File: src/rtl/conway_pkg.sv
// Shared types for the serial Game of Life slice.
//   mode_t      : external 2-bit mode encoding (load/run/output/hold)
//   run_state_t : run controller FSM states
//   data_size() : number of cells on a GRID_WIDTH x GRID_HEIGHT board
package conway_pkg;

  typedef enum logic [1:0] {
    MODE_LOAD   = 2'b00,
    MODE_RUN    = 2'b01,
    MODE_OUTPUT = 2'b10,
    MODE_HOLD   = 2'b11
  } mode_t;

  typedef enum logic {
    RUN_IDLE   = 1'b0,
    RUN_ACTIVE = 1'b1
  } run_state_t;

  function automatic int data_size(input int width, input int height);
    return width * height;
  endfunction

endpackage

File: src/rtl/cell_grid.sv
// Combinational Game of Life step for a GRID_WIDTH x GRID_HEIGHT board.
// Cells outside the board are treated as dead.
//   board      : current board, bit index = row*GRID_WIDTH + col
//   next_state : board after one generation
module cell_grid #(
  parameter int GRID_WIDTH  = 8,
  parameter int GRID_HEIGHT = 8
) (
  input  logic [GRID_WIDTH*GRID_HEIGHT-1:0] board,
  output logic [GRID_WIDTH*GRID_HEIGHT-1:0] next_state
);

  // Board surrounded by a ring of dead cells so every neighbour lookup
  // is in range without edge special cases.
  logic [GRID_HEIGHT+1:0][GRID_WIDTH+1:0] pad;

  always_comb begin
    pad = '0;
    for (int unsigned r = 0; r < GRID_HEIGHT; r++) begin
      for (int unsigned c = 0; c < GRID_WIDTH; c++) begin
        pad[r+1][c+1] = board[r*GRID_WIDTH + c];
      end
    end
  end

  always_comb begin
    logic [3:0] n;
    next_state = '0;
    for (int unsigned r = 0; r < GRID_HEIGHT; r++) begin
      for (int unsigned c = 0; c < GRID_WIDTH; c++) begin
        n = '0;
        for (int unsigned dr = 0; dr < 3; dr++) begin
          for (int unsigned dc = 0; dc < 3; dc++) begin
            if (!(dr == 1 && dc == 1)) begin
              n = n + 4'(pad[r+dr][c+dc]);
            end
          end
        end
        next_state[r*GRID_WIDTH + c] = (n == 4'd3) || (pad[r+1][c+1] && n == 4'd2);
      end
    end
  end

endmodule

File: src/rtl/conway_run_ctrl.sv
// Run controller: start/busy/done handshake, generation counter and
// termination detection (request reached, still-life, extinction).
//   run_mode   : top is in run mode; leaving it while busy aborts silently
//   start      : run request, honoured only when idle and in run mode
//   gen_req    : generations to run, 0 = until stable or extinct
//   next_equal : next board equals current board
//   next_zero  : next board is empty
//   advance    : load next board this cycle
//   busy/done/stable/generation : status outputs
module conway_run_ctrl
  import conway_pkg::*;
#(
  parameter int GEN_WIDTH = 16
) (
  input  logic                 clk,
  input  logic                 rst_n,
  input  logic                 run_mode,
  input  logic                 start,
  input  logic [GEN_WIDTH-1:0] gen_req,
  input  logic                 next_equal,
  input  logic                 next_zero,
  output logic                 advance,
  output logic                 busy,
  output logic                 done,
  output logic                 stable,
  output logic [GEN_WIDTH-1:0] generation
);

  run_state_t           state, state_n;
  logic [GEN_WIDTH-1:0] req_q, req_n;
  logic [GEN_WIDTH-1:0] gen_q, gen_n;
  logic                 stable_q, stable_n;
  logic                 done_q, done_n;
  logic [GEN_WIDTH:0]   gen_inc;
  logic                 count_hit;

  always_ff @(posedge clk or negedge rst_n) begin
    if (!rst_n) begin
      state    <= RUN_IDLE;
      req_q    <= '0;
      gen_q    <= '0;
      stable_q <= 1'b0;
      done_q   <= 1'b0;
    end else begin
      state    <= state_n;
      req_q    <= req_n;
      gen_q    <= gen_n;
      stable_q <= stable_n;
      done_q   <= done_n;
    end
  end

  // Compare against the request one bit wider so a saturated counter
  // can never wrap into a false match.
  assign gen_inc   = {1'b0, gen_q} + (GEN_WIDTH+1)'(1);
  assign count_hit = (req_q != '0) && (gen_inc == {1'b0, req_q});

  always_comb begin
    state_n  = state;
    req_n    = req_q;
    gen_n    = gen_q;
    stable_n = stable_q;
    done_n   = 1'b0;
    advance  = 1'b0;
    unique case (state)
      RUN_IDLE: begin
        if (run_mode && start) begin
          req_n    = gen_req;
          gen_n    = '0;
          stable_n = 1'b0;
          state_n  = RUN_ACTIVE;
        end
      end
      RUN_ACTIVE: begin
        if (!run_mode) begin
          state_n = RUN_IDLE;
        end else begin
          advance = 1'b1;
          if (gen_q != '1) begin
            gen_n = gen_q + GEN_WIDTH'(1);
          end
          if (count_hit || next_equal || next_zero) begin
            state_n  = RUN_IDLE;
            done_n   = 1'b1;
            stable_n = next_equal;
          end
        end
      end
      default: state_n = RUN_IDLE;
    endcase
  end

  assign busy       = (state == RUN_ACTIVE);
  assign done       = done_q;
  assign stable     = stable_q;
  assign generation = gen_q;

endmodule

File: src/rtl/conway_serial_v4.sv
// Serial Game of Life top level with bounded multi-generation runs.
//   clk, reset      : clock, asynchronous active-low reset
//   mode            : 00 load, 01 run, 10 output, 11 hold
//   data_in         : serial board bit (load mode, MSB first)
//   start, gen_req  : run request and generation count (0 = free run)
//   data_out        : serial board bit, qualified by out_valid
//   load_full       : a full board has been shifted in this load session
//   busy, done      : run in progress / one-cycle completion pulse
//   stable, extinct : still-life detected / board empty
//   generation      : generations completed in current run
//   din_led, clk_led, dout_led, mode_leds : mirrors for board LEDs
module conway_serial_v4
  import conway_pkg::*;
#(
  parameter int GRID_WIDTH  = 8,
  parameter int GRID_HEIGHT = 8,
  parameter int GEN_WIDTH   = 16
) (
  input  logic                 clk,
  input  logic                 reset,
  input  logic [1:0]           mode,
  input  logic                 data_in,
  input  logic                 start,
  input  logic [GEN_WIDTH-1:0] gen_req,
  output logic                 data_out,
  output logic                 out_valid,
  output logic                 load_full,
  output logic                 busy,
  output logic                 done,
  output logic                 stable,
  output logic                 extinct,
  output logic [GEN_WIDTH-1:0] generation,
  output logic                 din_led,
  output logic                 clk_led,
  output logic                 dout_led,
  output logic [1:0]           mode_leds
);

  localparam int DS = data_size(GRID_WIDTH, GRID_HEIGHT);
  localparam int CW = $clog2(DS + 1);
  localparam logic [CW-1:0] FULL = CW'(DS);

  mode_t          mode_e;
  logic [DS-1:0]  board;
  logic [DS-1:0]  next_state;
  logic [CW-1:0]  load_cnt;
  logic [CW-1:0]  out_cnt;
  logic           data_out_q;
  logic           out_valid_q;
  logic           advance;

  assign mode_e = mode_t'(mode);

  cell_grid #(
    .GRID_WIDTH (GRID_WIDTH),
    .GRID_HEIGHT(GRID_HEIGHT)
  ) u_grid (
    .board     (board),
    .next_state(next_state)
  );

  conway_run_ctrl #(
    .GEN_WIDTH(GEN_WIDTH)
  ) u_ctrl (
    .clk       (clk),
    .rst_n     (reset),
    .run_mode  (mode_e == MODE_RUN),
    .start     (start),
    .gen_req   (gen_req),
    .next_equal(next_state == board),
    .next_zero (next_state == '0),
    .advance   (advance),
    .busy      (busy),
    .done      (done),
    .stable    (stable),
    .generation(generation)
  );

  // Board register: serial in, generation step, destructive serial out.
  always_ff @(posedge clk or negedge reset) begin
    if (!reset) begin
      board <= '0;
    end else begin
      unique case (mode_e)
        MODE_LOAD:   board <= {board[DS-2:0], data_in};
        MODE_RUN:    if (advance) board <= next_state;
        MODE_OUTPUT: board <= {board[DS-2:0], 1'b0};
        MODE_HOLD:   board <= board;
        default:     board <= board;
      endcase
    end
  end

  // Load counter saturates at a full board; any other mode clears it.
  always_ff @(posedge clk or negedge reset) begin
    if (!reset) begin
      load_cnt <= '0;
    end else if (mode_e != MODE_LOAD) begin
      load_cnt <= '0;
    end else if (load_cnt != FULL) begin
      load_cnt <= load_cnt + CW'(1);
    end
  end

  // Output window: exactly DS qualified bits per entry into output mode.
  always_ff @(posedge clk or negedge reset) begin
    if (!reset) begin
      out_cnt     <= '0;
      data_out_q  <= 1'b0;
      out_valid_q <= 1'b0;
    end else if (mode_e == MODE_OUTPUT && out_cnt != FULL) begin
      data_out_q  <= board[DS-1];
      out_valid_q <= 1'b1;
      out_cnt     <= out_cnt + CW'(1);
    end else begin
      data_out_q  <= 1'b0;
      out_valid_q <= 1'b0;
      if (mode_e != MODE_OUTPUT) begin
        out_cnt <= '0;
      end
    end
  end

  assign data_out  = data_out_q;
  assign out_valid = out_valid_q;
  assign load_full = (load_cnt == FULL);
  assign extinct   = (board == '0);

  assign din_led   = data_in;
  assign clk_led   = clk;
  assign dout_led  = data_out_q;
  assign mode_leds = mode;

endmodule

File: config.mk
export PLATFORM = sky130hd
export DESIGN_NAME = conway_serial_v4
export DESIGN_NICKNAME = d
export VERILOG_FILES = /design/src/rtl/conway_pkg.sv /design/src/rtl/cell_grid.sv /design/src/rtl/conway_run_ctrl.sv /design/src/rtl/conway_serial_v4.sv
export SDC_FILE = /design/constraint.sdc
export NUM_CORES = 1
export LEC_CHECK = 0
export CAP_MARGIN = 20
export CORE_MARGIN = 1
export CORE_UTILIZATION = 51
export CTS_BUF_LIST = sky130_fd_sc_hd__clkbuf_16
export DETAILED_ROUTE_END_ITERATION = 6
export PLACE_DENSITY = 0.68
export SYNTH_ARGS = -nofsm -noshare
export SYNTH_HDL_FRONTEND = slang
export SYNTH_SLANG_ARGS = --single-unit
File: constraint.sdc
create_clock -name clk -period 5.7 [get_ports clk]
set_input_delay 0.57 -clock clk [delete_from_list [all_inputs] [get_ports clk]]
set_output_delay 0.57 -clock clk [all_outputs]
set_load 0.05 [all_outputs]
==> metrics.txt <==
status finished, violations left; violated checks design-rule violations, negative hold slack; WP data arrival approximately 5.6 ns; global-route usage over all layers around 37%; min cycle time layout 5.205 ns; Routed WL 58,910 µm; Post-Syn Area per Cell 8.977 µm²; hpwl dp 46,760 µm; Syn Nets 2,283; Post-CTS Setup Bufs 0; number of synthesized register bits 115; vias in the first global route 14.64k; worst reg2reg path depth 17; first-pass GRT wire length 90,220 µm; Max stage delay on crit path roughly 0.64 ns; grt met1 use 49.47%; Max-Cap Viols 0; fillers 2,938; FMAX 0.1921 GHz; grt met2 use between 50 and 60%; startpoint types flip-flop; ys flop type dfrtp_1; hold_buf cts 0; Setup-failing EPs final 0; Layout Area Growth over Synthesis 11.06%; fin. max-slew vios 0; Ys Warns 0; met3 usage slightly above 8%; initial antenna violation count 2; final-stage net count between 2k and 2.5k; ys async rst share 100.0%; vias after detailed routing between 10k and 15k; Port Buffers 49; RSZ-0062 raised after global routing false; Cell Chain, Critical Path inv_1, ha_1, inv_1, fa_1, fa_1, inv_1, fa_1, inv_1, fa_1, or4b_1, a21oi_1, o31ai_1, nor4_1, nand4_1, nor4_2, and3_1, o21ai_1; Worst EP required between 6 and 7 ns; Total Die Area 33,680 µm²; hold slack -0.01450 ns; core footprint 32,450 µm²; synth unique cells 86; EDFF count, synth 0; starting density of the core 51.78%; register area share after synthesis 17.12%; Ports 50; Worst-Margin Slew 1.024 ns; Rel. slew slack 31.70%; pin count of the biggest net entering global routing 72; GPL Wtd Cong 1.053; clk_lat worst skew between 0.5 and 0.6 ns; clock slew at reported path FFs 0.07 ns; Rows 66; crit path max fanout 9; total grt overflow 0; initial drt markers 1,550; DRC viols 2; layout cells sized above 1 6.365%; TritonCTS clock tree built; Worst path slowest cell dfrtp_1; cell area after synthesis 16,800 µm²; Via density 6.231; die height between 150 and 200 µm; DRT Pass-1 Iters 7; worst hold path class input pin to asynchronous set/reset pin; post-route antenna net violation count 0; Fin Setup TNS 0 ns; critical path class flip-flop to flip-flop; PostCTS Resize Cnt 0; Die W ~180 µm; skew final 0.01523 ns; Syn Inst Count 1,872; Avg WL per Cell 24.48 µm; Final Cycle Share between 90 and 100%; final hold violations 7; Top Usage Layer GRT met2; crit path capture type flip-flop
flip-flops by register name, indices dropped and copies added (netlist names):
register	flops
board	64
u_ctrl.generation	16
u_ctrl.req_q	16
load_cnt	7
out_cnt	7
data_out	1
out_valid	1
u_ctrl.busy	1
u_ctrl.done	1
u_ctrl.stable	1
cell type report:
class	instances	area [µm²]	share of cell area (%)
antenna	1	2.502	0.01341
tap	442	553.0	2.963
multi-input combinational	1350	12350	66.15
clock buffer	21	510.5	2.735
inverter	361	1355	7.261
timing repair buffer	102	899.6	4.820
clock inverter	15	118.9	0.6369
sequential	115	2878	15.42
metal layers:
| layer | vias up | share of wire [%] |
|---|---|---|
| met2 | 778 | 44 |
| li1 | 6590 | - |
| met3 | 180 | 9.9 |
| met5 | - | 0.020 |
| met1 | 7449 | 41 |
| met4 | 2 | 5.6 |
synth_stat cells (8+ instances only):
library cell / n / area, µm²
inv_1: 360 / 1351
fa_1: 196 / 3924
ha_1: 193 / 2415
a21oi_1: 126 / 630.6
nor2_1: 126 / 473.0
dfrtp_1: 115 / 2878
nand2_1: 60 / 225.2
nor3_1: 45 / 225.2
nor2b_1: 42 / 262.8
a211oi_1: 41 / 307.8
nor3b_1: 41 / 307.8
nand3_1: 40 / 200.2
o21ai_0: 39 / 195.2
nand2b_1: 35 / 219.0
nand4_1: 35 / 219.0
a221oi_1: 34 / 297.8
clkbuf_1: 30 / 112.6
nor4_1: 26 / 162.7
xnor2_1: 21 / 183.9
and2_1: 18 / 112.6
mux2_2: 17 / 191.4
nor4bb_1: 17 / 170.2
a31oi_1: 16 / 100.1
o22ai_1: 16 / 100.1
a22oi_1: 12 / 90.09
and3_1: 12 / 75.07
o31ai_1: 11 / 82.58
mux2i_1: 8 / 80.08
nand3b_1: 8 / 60.06
through the flow:
| stage | instance area (µm²) | util (%) | worst slack, ns | instances |
|---|---|---|---|---|
| 2_1_floorplan | 16800 | - | 0.9613 | 1872 |
| 3_3_place_gp | 18040 | 55.59 | 0.6671 | 2371 |
| 3_5_place_dp | 18040 | 55.59 | 0.6332 | 2371 |
| 4_1_cts | 18660 | 57.50 | 0.5850 | 2406 |
| 5_1_grt | 18660 | 57.50 | 0.2098 | 2406 |
| 6_report | 18660 | 57.51 | 0.4952 | 2407 |
worst paths after layout:
check                                                  startpoint                                 to  slack, ns
worst max-delay path                        board[18]$_DFFE_PN0P_              u_ctrl.busy$_DFF_PN0_       0.50
worst min-delay path                                        reset             out_cnt[6]$_DFFE_PN0P_      -0.01
worst max register to register              board[18]$_DFFE_PN0P_              u_ctrl.busy$_DFF_PN0_       0.50
worst min register to register  u_ctrl.generation[14]$_DFFE_PN0P_  u_ctrl.generation[14]$_DFFE_PN0P_       0.56
max in group asynchronous                                   reset              board[46]$_DFFE_PN0P_       4.35
min in group clk                u_ctrl.generation[14]$_DFFE_PN0P_  u_ctrl.generation[14]$_DFFE_PN0P_       0.56
layout by cell type (no fill, tap or decap), types with 35 or more instances in the layout:
| cell | netlist | final |
|---|---|---|
| dfrtp_1 | 115 | 115 |
| ha_1 | 193 | 193 |
| nand3_1 | 40 | 40 |
| nand4_1 | 35 | 35 |
| inv_1 | 360 | 361 |
| a21oi_1 | 126 | 126 |
| buf_4 | 7 | 53 |
| nor3_1 | 45 | 45 |
| o21ai_0 | 39 | 39 |
| fa_1 | 196 | 196 |
| nand2_1 | 60 | 60 |
| nor2b_1 | 42 | 42 |
| clkdlybuf4s50_1 | 0 | 48 |
| a211oi_1 | 41 | 41 |
| nor2_1 | 126 | 125 |
| nor3b_1 | 41 | 41 |
worst max-delay path: cells and delay by family, from the launching register on:
family | cells | cell delay [ns]
AND/OR/NAND/NOR | 5 | 1.63
buffers and inverters | 4 | 0.33
AO/OA/AOI/OAI | 3 | 0.31
adder cells (fa/ha/maj) | 5 | 2.13
flip-flops | 1 | 0.64
cells by family after synthesis:
kind of cell	synth area share, %
flip-flops	17.12
multiplexers	1.772
AO/OA/AOI/OAI	14.48
AND/OR/NAND/NOR	17.99
adder cells (fa/ha/maj)	37.72
XOR/XNOR	1.459
buffers and inverters	9.456
Power is left out: the tool's default activity adds up to more than one toggle a clock period on the data nets, which glitch-free logic cannot reach.
